### config.mk
export PLATFORM = sky130hd
export DESIGN_NAME = dram_cmd_decoder
export DESIGN_NICKNAME = d
export VERILOG_FILES = /design/src/rtl/dram_cmd_decoder_pkg.sv /design/src/rtl/dram_strobe_edge.sv /design/src/rtl/dram_cmd_decoder.sv
export SDC_FILE = /design/constraint.sdc
export NUM_CORES = 1
export LEC_CHECK = 0
export BUFFER_PORTS_ARGS = -buffer_cell sky130_fd_sc_hd__buf_2
export CORE_MARGIN = 1
export CORE_UTILIZATION = 46
export CTS_CLUSTER_DIAMETER = 200
export DETAILED_ROUTE_END_ITERATION = 10
export PLACE_DENSITY = 0.88
export SETUP_SLACK_MARGIN = 0.4
export SYNTH_ARGS = -nofsm -noshare
export SYNTH_HDL_FRONTEND = slang
export SYNTH_SLANG_ARGS = --single-unit
### constraint.sdc
create_clock -name sys_clk -period 4.05 [get_ports sys_clk]
set_input_delay 0.6075 -clock sys_clk [delete_from_list [all_inputs] [get_ports sys_clk]]
set_output_delay 0.6075 -clock sys_clk [all_outputs]
set_load 0.02 [all_outputs]
### src/rtl/dram_cmd_decoder_pkg.sv
// Shared definitions for the emulated-DRAM command decoder and the SSRAM
// burst controller that consumes its phrase requests.
package dram_cmd_decoder_pkg;

  localparam int ROW_BITS = 10;
  localparam int COL_BITS = 8;
  localparam int ADDR_W   = ROW_BITS + COL_BITS;

  typedef enum logic [1:0] {
    IDLE     = 2'd0,
    ISSUE    = 2'd1,
    WAIT_RSP = 2'd2,
    DONE     = 2'd3
  } dec_state_e;

  // Interleave lane strobes into {uw3,lw3,uw2,lw2,uw1,lw1,uw0,lw0}
  function automatic logic [7:0] pack_be_n(input logic [3:0] uw_n,
                                           input logic [3:0] lw_n);
    logic [7:0] be;
    be = 8'hFF;
    for (int i = 0; i < 4; i++) begin
      be[2*i]   = lw_n[i];
      be[2*i+1] = uw_n[i];
    end
    return be;
  endfunction

endpackage

### src/rtl/dram_strobe_edge.sv
// Edge detection on the RAS/CAS strobes plus CAS-before-RAS classification.
// The strobes are already synchronous to the system clock.
module dram_strobe_edge (
  input  logic clk_i,
  input  logic rst_i,
  input  logic ras_n_i,
  input  logic cas_n_i,
  output logic ras_fall_o,
  output logic cas_fall_o,
  output logic cas_rise_o,
  output logic cbr_o,
  output logic row_latch_o
);

  logic ras_prev_q;
  logic cas_prev_q;

  // Previous strobe levels, idle-high out of reset
  always_ff @(posedge clk_i) begin
    if (rst_i) begin
      ras_prev_q <= 1'b1;
      cas_prev_q <= 1'b1;
    end else begin
      ras_prev_q <= ras_n_i;
      cas_prev_q <= cas_n_i;
    end
  end

  assign ras_fall_o  = ras_prev_q & ~ras_n_i;
  assign cas_fall_o  = cas_prev_q & ~cas_n_i;
  assign cas_rise_o  = ~cas_prev_q & cas_n_i;
  assign cbr_o       = ras_fall_o & ~cas_n_i;
  assign row_latch_o = ras_fall_o & cas_n_i;

endmodule

### src/rtl/dram_cmd_decoder.sv
// Reconstructs DRAM row/column accesses from the core's strobes and issues one
// phrase request per CAS access; returns read data onto the core data pins.
module dram_cmd_decoder
  import dram_cmd_decoder_pkg::*;
(
  input  logic                sys_clk,
  input  logic                xreset,
  input  logic                fdram,
  input  logic [ROW_BITS-1:0] dram_a,
  input  logic                dram_ras_n,
  input  logic                dram_cas_n,
  input  logic [3:0]          dram_oe_n,
  input  logic [3:0]          dram_uw_n,
  input  logic [3:0]          dram_lw_n,
  input  logic [63:0]         dram_d,
  output logic                req_valid,
  input  logic                req_ready,
  output logic                req_we,
  output logic [ADDR_W-1:0]   req_addr,
  output logic [7:0]          req_be_n,
  output logic [63:0]         req_wdata,
  input  logic                rsp_valid,
  input  logic [63:0]         rsp_data,
  output logic [63:0]         dram_q,
  output logic [3:0]          dram_oe,
  output logic                busy,
  output logic [15:0]         refresh_cnt,
  output logic                overrun
);

  logic ras_fall, cas_fall, cas_rise, cbr, row_latch;

  dram_strobe_edge u_edge (
    .clk_i       (sys_clk),
    .rst_i       (xreset),
    .ras_n_i     (dram_ras_n),
    .cas_n_i     (dram_cas_n),
    .ras_fall_o  (ras_fall),
    .cas_fall_o  (cas_fall),
    .cas_rise_o  (cas_rise),
    .cbr_o       (cbr),
    .row_latch_o (row_latch)
  );

  dec_state_e          state_q;
  logic [ROW_BITS-1:0] row_q;
  logic [3:0]          oe_n_q;
  logic                rdy_q, discard_q, overrun_q, busy_q;
  logic                req_valid_q, req_we_q;
  logic [ADDR_W-1:0]   req_addr_q;
  logic [7:0]          req_be_n_q;
  logic [63:0]         req_wdata_q, dram_q_q;
  logic [3:0]          dram_oe_q;
  logic [15:0]         refresh_cnt_q;

  logic is_rd, is_wr, cas_req, access;

  // A RAS fall in the same cycle as a CAS fall is a refresh, never an access
  assign is_rd   = ~&dram_oe_n;
  assign is_wr   = ~&(dram_uw_n & dram_lw_n);
  assign cas_req = cas_fall & ~dram_ras_n & fdram & ~cbr;
  assign access  = cas_req & (is_rd | is_wr);

  // Access FSM, row/refresh tracking and read-data return
  always_ff @(posedge sys_clk) begin
    if (xreset) begin
      state_q       <= IDLE;
      row_q         <= '0;
      oe_n_q        <= 4'hF;
      rdy_q         <= 1'b0;
      discard_q     <= 1'b0;
      overrun_q     <= 1'b0;
      busy_q        <= 1'b0;
      req_valid_q   <= 1'b0;
      req_we_q      <= 1'b0;
      req_addr_q    <= '0;
      req_be_n_q    <= 8'hFF;
      req_wdata_q   <= 64'd0;
      dram_q_q      <= 64'd0;
      dram_oe_q     <= 4'h0;
      refresh_cnt_q <= 16'd0;
    end else begin
      if (row_latch) row_q <= dram_a;
      if (cbr) refresh_cnt_q <= refresh_cnt_q + 16'd1;
      if (cas_rise) rdy_q <= 1'b0;
      if (access && (state_q != IDLE)) overrun_q <= 1'b1;
      dram_oe_q <= (~dram_cas_n && rdy_q) ? ~oe_n_q : 4'h0;

      case (state_q)
        IDLE: begin
          if (access) begin
            req_valid_q <= 1'b1;
            req_we_q    <= ~is_rd;
            req_addr_q  <= {row_q, dram_a[COL_BITS-1:0]};
            req_be_n_q  <= pack_be_n(dram_uw_n, dram_lw_n);
            req_wdata_q <= dram_d;
            oe_n_q      <= dram_oe_n;
            busy_q      <= 1'b1;
            discard_q   <= 1'b0;
            state_q     <= ISSUE;
          end
        end
        ISSUE: begin
          if (cas_rise && !req_we_q) discard_q <= 1'b1;
          if (req_ready) begin
            req_valid_q <= 1'b0;
            if (req_we_q) begin
              busy_q  <= 1'b0;
              state_q <= DONE;
            end else begin
              state_q <= WAIT_RSP;
            end
          end
        end
        WAIT_RSP: begin
          if (cas_rise) discard_q <= 1'b1;
          if (rsp_valid) begin
            busy_q <= 1'b0;
            if (discard_q) begin
              discard_q <= 1'b0;
              state_q   <= IDLE;
            end else begin
              dram_q_q <= rsp_data;
              rdy_q    <= ~cas_rise;
              state_q  <= DONE;
            end
          end
        end
        DONE: begin
          if (dram_cas_n) state_q <= IDLE;
        end
        default: state_q <= IDLE;
      endcase
    end
  end

  assign req_valid   = req_valid_q;
  assign req_we      = req_we_q;
  assign req_addr    = req_addr_q;
  assign req_be_n    = req_be_n_q;
  assign req_wdata   = req_wdata_q;
  assign dram_q      = dram_q_q;
  assign dram_oe     = dram_oe_q;
  assign busy        = busy_q;
  assign refresh_cnt = refresh_cnt_q;
  assign overrun     = overrun_q;

endmodule

---- Word level (Yosys, flattened, before mapping) ----
Index checks and enable logic that the tools add are counted.
storage, ports and cells
  flip-flop bits (word level) ............. 198
  bits of input ports ..................... 157
  output and inout port bits .............. 178
  word-level logic and storage cells ...... 89
operators by class
  $add $sub $neg .......................... 1
  equality and inequality tests ........... 9
  multiplexer cells ....................... 24
  bitwise operators ....................... 19
  reductions and logical operators ........ 19
operators by type and width
  operator                                              number
  adder 16 x 1 -> 16 bit (second input constant)        1
  two-way mux 1 bit                                     15
  != test 2 bit (second input constant)                 6
  AND reduction 4 bit                                   3
  two-way mux 2 bit                                     5
  bitwise AND 1 bit                                     9
  AND reduction 3 bit                                   3
  case mux 2 bit (4 select lines)                       1
  inverter 1 bit                                        7
  case mux 1 bit (3 select lines)                       2
  AND reduction 5 bit                                   1
  bitwise AND 4 bit                                     1
  equality test 2 bit (second input constant)           2
  inverter 4 bit                                        1
  nonzero test 2 bit                                    2
  logical AND 1 bit                                     3
  zero test 1 bit                                       3
  nonzero test 3 bit                                    1
  equality test 2 x 1 -> 1 bit (second input constant)  1
  zero test 2 bit                                       1
  case mux 1 bit (2 select lines)                       1
  AND reduction 2 bit                                   1
  OR reduction 2 bit                                    1
  OR 1 bit                                              1

---- Logic depth before layout (Yosys ltp) ----
Gate-level depths: netlist of run 1.
  word-level depth ........................ 8
  mapped depth ............................ 8
  depth with buffers taken out ............ 6

---- Modules after synthesis ----
From an unflattened synthesis of run 1, not the netlist that was laid out.
unflattened totals
  cells, all modules ...................... 885
  area total of the unflattened synthesis .. 7320.8 µm²
by module, submodules not included
  module            times used  cells each  area each (µm²)  sequential area each (µm²)
  dram_cmd_decoder  1           876         7233.2           3923.8
  dram_strobe_edge  1           9           87.6             40.0

---- Worst setup path before layout of run 1 ----
No wires, ideal clock.
  kind .................................... input to register
  from .................................... input port dram_uw_n[1]
  to ...................................... register req_be_n_q[4] (netlist: req_be_n[4])
  library setup time ...................... 0.120 ns
  arrival ................................. 1.789 ns
  required time ........................... 3.930 ns
  setup slack ............................. 2.141 ns
  stages on the path ...................... 6
  path buffers ............................ 2
  cells stage by stage .................... nand4_1 -> or3_1 -> buf_2 -> buf_6 -> and3_1 -> a211o_1
on the way
  word-level cells in the longest chain between the ends .. 6
ends and longest elaborated chain
  item                                  line                    text
  start: declaration                    dram_cmd_decoder.sv:13  input logic [3:0] dram_uw_n,
  bitwise AND 4 bit                     dram_cmd_decoder.sv:60  assign is_wr = ~&(dram_uw_n & dram_lw_n);
  AND reduction 4 bit                   dram_cmd_decoder.sv:60
  zero test 1 bit                       dram_cmd_decoder.sv:60
  OR 1 bit                              dram_cmd_decoder.sv:62  assign access = cas_req & (is_rd | is_wr);
  bitwise AND 1 bit                     dram_cmd_decoder.sv:62
  AND reduction 2 bit (no source line)  n/a
  end signal: assignment                dram_cmd_decoder.sv:95  req_be_n_q <= pack_be_n(dram_uw_n, dram_lw_n);
  end: declaration                      dram_cmd_decoder.sv:51  logic [7:0] req_be_n_q;
No other way between the ends.
A chain may end at the register's enable or synchronous reset.

---- Final worst setup path of run 1 ----
  from .................................... register state_q[0]
  to ...................................... register dram_q_q[61] (netlist: dram_q[61])
on the way
  word-level cells in the longest chain between the ends .. 2
ends and longest elaborated chain
  item                                  line                     text
  start: declaration                    dram_cmd_decoder.sv:45   dec_state_e state_q;
  start signal: assignment              dram_cmd_decoder.sv:67   state_q <= IDLE;
  start signal: assignment              dram_cmd_decoder.sv:100  state_q <= ISSUE;
  start signal: assignment              dram_cmd_decoder.sv:109  state_q <= DONE;
  equality test 2 bit                   dram_cmd_decoder.sv:89   case (state_q)
  AND reduction 3 bit (no source line)  n/a
  end signal: assignment                dram_cmd_decoder.sv:123  dram_q_q <= rsp_data;
  end: declaration                      dram_cmd_decoder.sv:52   logic [63:0] req_wdata_q, dram_q_q;
No other way between the ends.

==> impl_metrics.tcl, run 1 <==
set metrics [dict create \
    worstSetupStartpointType "register" \
    synth_seq_cells 198 \
    clk_path_buf_depth 2 \
    drc_errors 0 \
    grt_pass1_wl_um 31500 \
    io_pins 335 \
    synth_nets 1059 \
    finalSetupViolCount 0 \
    critPathMostFrequentCell "nand2_1" \
    worstPathArrival_ps 2690 \
    ys_top_cells_by_area "dfxtp_1 53%, a21oi_1 10%, nand2_1 6.8%, nand3_1 6.3%, o21ai_0 6.0%" \
    routed_wl_um 21100 \
    required_ps 4400 \
    place_area_um2 9210 \
    worstPathMaxFanout 51 \
    port-buffer-count 334 \
    grt_pass1_vias 6624 \
    slew_headroom 0.203 \
    vias 7449 \
    gp_congestion 0.840 \
    fin_nets 1341 \
    antenna_cells 0 \
    ys_warn_count 0 \
    htree_levels 4 \
    grt_overflow_total 0 \
    numCtsBuffers 17 \
    synth_edf_count 0 \
    clock_sinks 198 \
    cts_setup_buffers 0 \
    dp_hpwl_um 14200 \
    netlist_area_um2 7540 \
    ir_drop_mv 0.261 \
    critPathTopFamily "simple AND/OR/NAND/NOR gates" \
    min_period_over_period 0.579 \
    tightest_slew_ps 1200 \
    start_util 0.473 \
    area_growth_pct 29.7 \
    netlist_instances 897 \
    die_area_um2 16900 \
    drive_above_1_share 0.321 \
    cp-end-kind "register" \
    critPathMaxStageDelay_ps 850 \
    clock_skew_ps 8.01 \
    drtPass1Iterations 5 \
    status "finished, final reports clean" \
    core_region_area_um2 15900 \
    design_area_um2 9780 \
    ctsHoldBuffers 0 \
    cp_slowest_cell "nor2_4" \
    slew_viol_final 0 \
    most-common-layout-cells "333 x buf_2, 198 x dfxtp_1, 158 x a21oi_1" \
    final_common_cell "buf_2" \
    fmax_mhz 427 \
    worst-path-buf-inv 2 \
    fin_crit_ps 2340 \
    critPathKind "register to register" \
    ctsRootBufferMaster "clkbuf_16" \
    rsz0062_at_grt "false" \
    die_w_um 130 \
    power.leakage_nw 4.24 \
    drt-initial-drc-count 384 \
    max_cap_violations 0 \
    rows 46 \
    synth_top_area_frac 0.526 \
    grt_max_degree 190 \
    clkTransAtPathRegs_ps 70 \
    avgRoutedWirePerCell_um 15.0 \
    vias_per_cell 5.30 \
    cts_tree "built" \
    ys.flop_type "dfxtp_1" \
    ctsResizeCount 0 \
    synth_top_area_cell "dfxtp_1" \
    fillers 1377 \
    ys_seq_area_frac 0.526 \
    synth_cell_types 51 \
    fin_setup_tns_ps 0 \
    p_per_area_nw_per_um2 407 \
    grt_antenna_before_repair 0 \
    clkLatencyLatePin_ps 420 \
    path_cells "inv_1 > ha_1 > nand2_1 > nor2_4 > buf_4 > nand2_1 > a21oi_1" \
    async_flop_share 0 \
    grtUsageTotal 0.236 \
    hold_viol_final 0 \
    ant_nets 0 \
    hp-class "register to register" \
    syn_area_per_cell_um2 8.41 \
    die_y_um 130 \
]
-- worst register-to-register path: cells and delay by family (launching register included) --
family | cells | cell delay, ps
AOI/OAI and AO/OA | 1 | 120
buffers and inverters | 2 | 490
adders and majority gates | 1 | 250
DFF | 1 | 340
and+or+nand+nor | 3 | 1080
-- per-stage QoR --
stage | power [mW] | setup slack, ps | util | instances | hold slack (ps)
2_1_floorplan | 2.22 | 2140 | - | 897 | 386
3_3_place_gp | 2.36 | 1480 | 0.578 | 1376 | 397
3_5_place_dp | 2.36 | 1410 | 0.578 | 1376 | 406
4_1_cts | 4.02 | 1710 | 0.614 | 1406 | 389
5_1_grt | 4.14 | 1490 | 0.614 | 1406 | 407
6_report | 3.99 | 1710 | 0.614 | 1406 | 411
-- flip-flops by register name (all words and copies together), names as in the netlist --
register,flops
discard_q,1
req_we,1
state_q,2
req_addr,18
oe_n_q,4
u_edge.cas_prev_q,1
u_edge.ras_prev_q,1
busy,1
refresh_cnt,16
dram_q,64
row_q,10
overrun,1
rdy_q,1
dram_oe,4
req_valid,1
req_wdata,64
req_be_n,8
-- area by class of cell --
cell class	instances	area (µm²)	area share
Sequential cell	198	3960	0.405
Multi-Input combinational cell	612	3190	0.327
Clock inverter	10	123	0.0125
Inverter	10	37.5	0.00384
Timing Repair Buffer	340	1750	0.179
Clock buffer	20	447	0.0457
Tap cell	216	270	0.0276
-- power by group --
group	internal, mW	total [mW]	switching (mW)
logic	0.129	0.321	0.191
clock network	0.927	1.66	0.737
registers	1.98	2.00	0.0201
-- Yosys cell counts (9+ instances only) --
| master | count |
|---|---|
| a21oi_1 | 158 |
| and3_1 | 11 |
| clkbuf_1 | 53 |
| dfxtp_1 | 198 |
| inv_1 | 9 |
| mux2i_1 | 11 |
| nand2_1 | 136 |
| nand3_1 | 95 |
| nand4_1 | 9 |
| nor2_1 | 32 |
| o21ai_0 | 90 |
-- logic make-up (layout without fill, tap and decap cells) --
group | Yosys count | after routing | synth area share
compound gates | 270 | 270 | 0.189
xor+xnor | 10 | 10 | 0.0116
fa+ha+maj | 5 | 5 | 0.00830
buf+inv | 87 | 380 | 0.0528
flops | 198 | 198 | 0.526
mux | 12 | 12 | 0.0161
simple gates | 315 | 315 | 0.197
-- layer usage --
layer,up-vias,track usage,share of wire
met4,0,0.0834,0.016
met1,3452,0.277,0.41
met3,28,0.0685,0.077
met5,-,0,0
met2,301,0.409,0.49
li1,3668,-,-
-- worst paths after layout --
kind                    from    endpoint  slack (ps)  cells past startpoint
hold reg to reg    oe_n_q[3]  dram_oe[3]         410                      1
setup / recovery  state_q[0]  dram_q[61]        1710                      7
hold / removal     oe_n_q[3]  dram_oe[3]         410                      1
setup reg to reg  state_q[0]  dram_q[61]        1710                      7
Power figures use the tool's default switching activity.
==> run 2: changes to the inputs <==
--- a/config.mk
+++ b/config.mk
@@ -5,12 +5,13 @@
 export SDC_FILE = /design/constraint.sdc
 export NUM_CORES = 1
 export LEC_CHECK = 0
+export ABC_AREA = 1
 export BUFFER_PORTS_ARGS = -buffer_cell sky130_fd_sc_hd__buf_2
 export CORE_MARGIN = 1
-export CORE_UTILIZATION = 46
+export CORE_UTILIZATION = 42
 export CTS_CLUSTER_DIAMETER = 200
 export DETAILED_ROUTE_END_ITERATION = 10
-export PLACE_DENSITY = 0.88
+export PLACE_DENSITY = 0.86
 export SETUP_SLACK_MARGIN = 0.4
 export SYNTH_ARGS = -nofsm -noshare
 export SYNTH_HDL_FRONTEND = slang
==> constraint.sdc (replaced) <==
create_clock -name sys_clk -period 2.1 [get_ports sys_clk]
set_input_delay 0.315 -clock sys_clk [delete_from_list [all_inputs] [get_ports sys_clk]]
set_output_delay 0.315 -clock sys_clk [all_outputs]
set_load 0.02 [all_outputs]
==> impl_metrics.tcl, run 2 <==
set metrics [dict create \
    p_per_area_nw_per_um2 847 \
    synth_top_cells_by_count "297 x nor2_1, 198 x dfxtp_1, 150 x o21ai_0" \
    async_flop_share 0 \
    min_period_over_period 0.769 \
    hold_depth 3 \
    clk_path_buf_depth 2 \
    dp_hpwl_um 14900 \
    synth_seq_cells 198 \
    critPathKind "register to register" \
    ys_top_cells_by_area "dfxtp_1 55%, nor2_1 15%, o21ai_0 10%, nand2_1 4.2%, a21oi_1 2.7%" \
    rsz0062_at_grt "true" \
    drc_errors 0 \
    synth_edf_count 0 \
    max_cap_violations 0 \
    syn_area_per_cell_um2 7.75 \
    numCtsBuffers 17 \
    yosysMostFrequentCell "nor2_1" \
    design_area_um2 9830 \
    fin_setup_tns_ps 0 \
    grt_pass1_wl_um 32900 \
    die_area_um2 17800 \
    ir_drop_mv 0.597 \
    worstPathMaxFanout 32 \
    most-common-layout-cells "334 x buf_2, 295 x nor2_1, 198 x dfxtp_1" \
    slew_headroom 0.782 \
    grtUsageTotal 0.229 \
    ant_nets 0 \
    cp-end-kind "register" \
    start_util 0.434 \
    routed_wl_um 21400 \
    die_y_um 133 \
    die_w_um 133 \
    clock_sinks 198 \
    grt_pass1_vias 6878 \
    grt_overflow_total 0 \
    vias 7323 \
    place_area_um2 9100 \
    clock_skew_ps 11.9 \
    ctsRootBufferMaster "clkbuf_16" \
    r2r-end "dram_q[29]" \
    slew_viol_final 0 \
    worstPathArrival_ps 1930 \
    setup_ws_ps 485 \
    netlist_area_um2 7250 \
    hold_viol_final 0 \
    synth_nets 1097 \
    finalSetupViolCount 0 \
    clkLatencyLatePin_ps 420 \
    core_region_area_um2 16700 \
    hold_path.startpoint "rsp_data[28]" \
    netlist_instances 935 \
    cts_tree "built" \
    port-buffer-count 334 \
    clkTransAtPathRegs_ps 70 \
    ctsHoldBuffers 0 \
    hold_path_end "dram_q[28]" \
    ys_warn_count 0 \
    synth_cell_types 31 \
    layout.area.seq_um2 3960 \
    synth_top_area_cell "dfxtp_1" \
    multiInputGateArea_um2 2850 \
    fmax_mhz 619 \
    synth_top_area_frac 0.547 \
    rrSetupSlack_ps 490 \
    grt_max_degree 91 \
    final_common_cell "buf_2" \
    post-place-ws_ps 387 \
    fin_nets 1414 \
    drt-initial-drc-count 373 \
    ys_seq_area_frac 0.547 \
    htree_levels 4 \
    hp-class "input pin to register" \
    ys.flop_type "dfxtp_1" \
    worstSetupStartpointType "register" \
    tightest_slew_ps 327 \
    grt_antenna_before_repair 4 \
    rows 47 \
    area_growth_pct 35.5 \
    status "finished, final reports clean" \
    io_pins 335 \
    drive_above_1_share 0.318 \
    required_ps 2410 \
    avgRoutedWirePerCell_um 14.4 \
    gp_congestion 0.854 \
    vias_per_cell 4.92 \
    power.leakage_nw 5.09 \
    crit-reg2reg-launch "state_q[0]" \
    fillers 1482 \
    drtPass1Iterations 4 \
    fin_crit_ps 1610 \
    ff2ff_path_depth 8 \
]
[run 2: cell type report]
cell class                      instances  share of cell area
Clock buffer                           18              0.0447
Clock inverter                         13              0.0168
Sequential cell                       198               0.403
Timing Repair Buffer                  355               0.200
Antenna cell                            4             0.00102
Tap cell                              220              0.0280
Multi-Input combinational cell        640               0.290
Inverter                               40              0.0163
[run 2: power breakdown]
| part | leakage, nW | switching, mW | internal [mW] |
|---|---|---|---|
| clock | 0.295 | 1.49 | 1.83 |
| combinational | 3.19 | 0.647 | 0.373 |
| sequential | 1.60 | 0.0785 | 3.91 |
[run 2: timing repair]
| item | CTS | global route |
|---|---|---|
| gates resized for setup | 2 | 6 |
| gates cloned | 0 | 3 |
| endpoints found under the setup margin | 18 | 98 |
| buffers inserted | 0 | 2 |
| pin swaps | 0 | 2 |
[run 2: logic make-up (layout without fill, tap and decap cells)]
logic type | after synthesis | in the layout | synth area share
and+or+nand+nor | 422 | 422 | 0.232
AOI/OAI and AO/OA | 212 | 212 | 0.149
DFF | 198 | 198 | 0.547
buffers and inverters | 97 | 426 | 0.0625
adders and majority gates | 5 | 5 | 0.00863
xor gates and xnor gates | 1 | 1 | 0.00121
other | 0 | 4 | 0
[run 2: worst max-delay path by stage]
stage | from | endpoint | slack [ps] | depth (start not counted)
3_3_place_gp | state_q[0] | dram_q[51] | 420 | 8
6_report | state_q[0] | dram_q[29] | 490 | 8
2_1_floorplan | refresh_cnt[1] | refresh_cnt[10] | 590 | 7
4_1_cts | state_q[1] | req_addr[12] | 460 | 7
5_1_grt | refresh_cnt[2] | refresh_cnt[9] | 380 | 7
3_5_place_dp | state_q[0] | req_wdata[40] | 390 | 8
[run 2: per-stage QoR]
step / power [mW] / hold slack [ps] / instances / util
3_5_place_dp: 5.06 / 402 / 1448 / 0.545
2_1_floorplan: 4.65 / 393 / 935 / -
4_1_cts: 8.37 / 97.7 / 1479 / 0.581
3_3_place_gp: 5.03 / 397 / 1448 / 0.545
6_report: 8.32 / 118 / 1488 / 0.588
5_1_grt: 8.69 / 100 / 1488 / 0.588
[run 2: metal layers]
metal | part of all wire | vias up | track usage
met4 | 0.035 | 0 | 0.105
met3 | 0.066 | 47 | 0.0556
met1 | 0.42 | 3331 | 0.273
li1 | - | 3640 | -
met5 | 0 | - | 0
met2 | 0.48 | 305 | 0.389
[run 2: critical path, cell delays in order, from the launching register on]
cell,delay (ps)
dfxtp_1,390
inv_1,100
ha_1,240
nand2_2,140
nor2_4,70
buf_4,140
clkbuf_16,200
o21ai_0,190
nor2_1,50
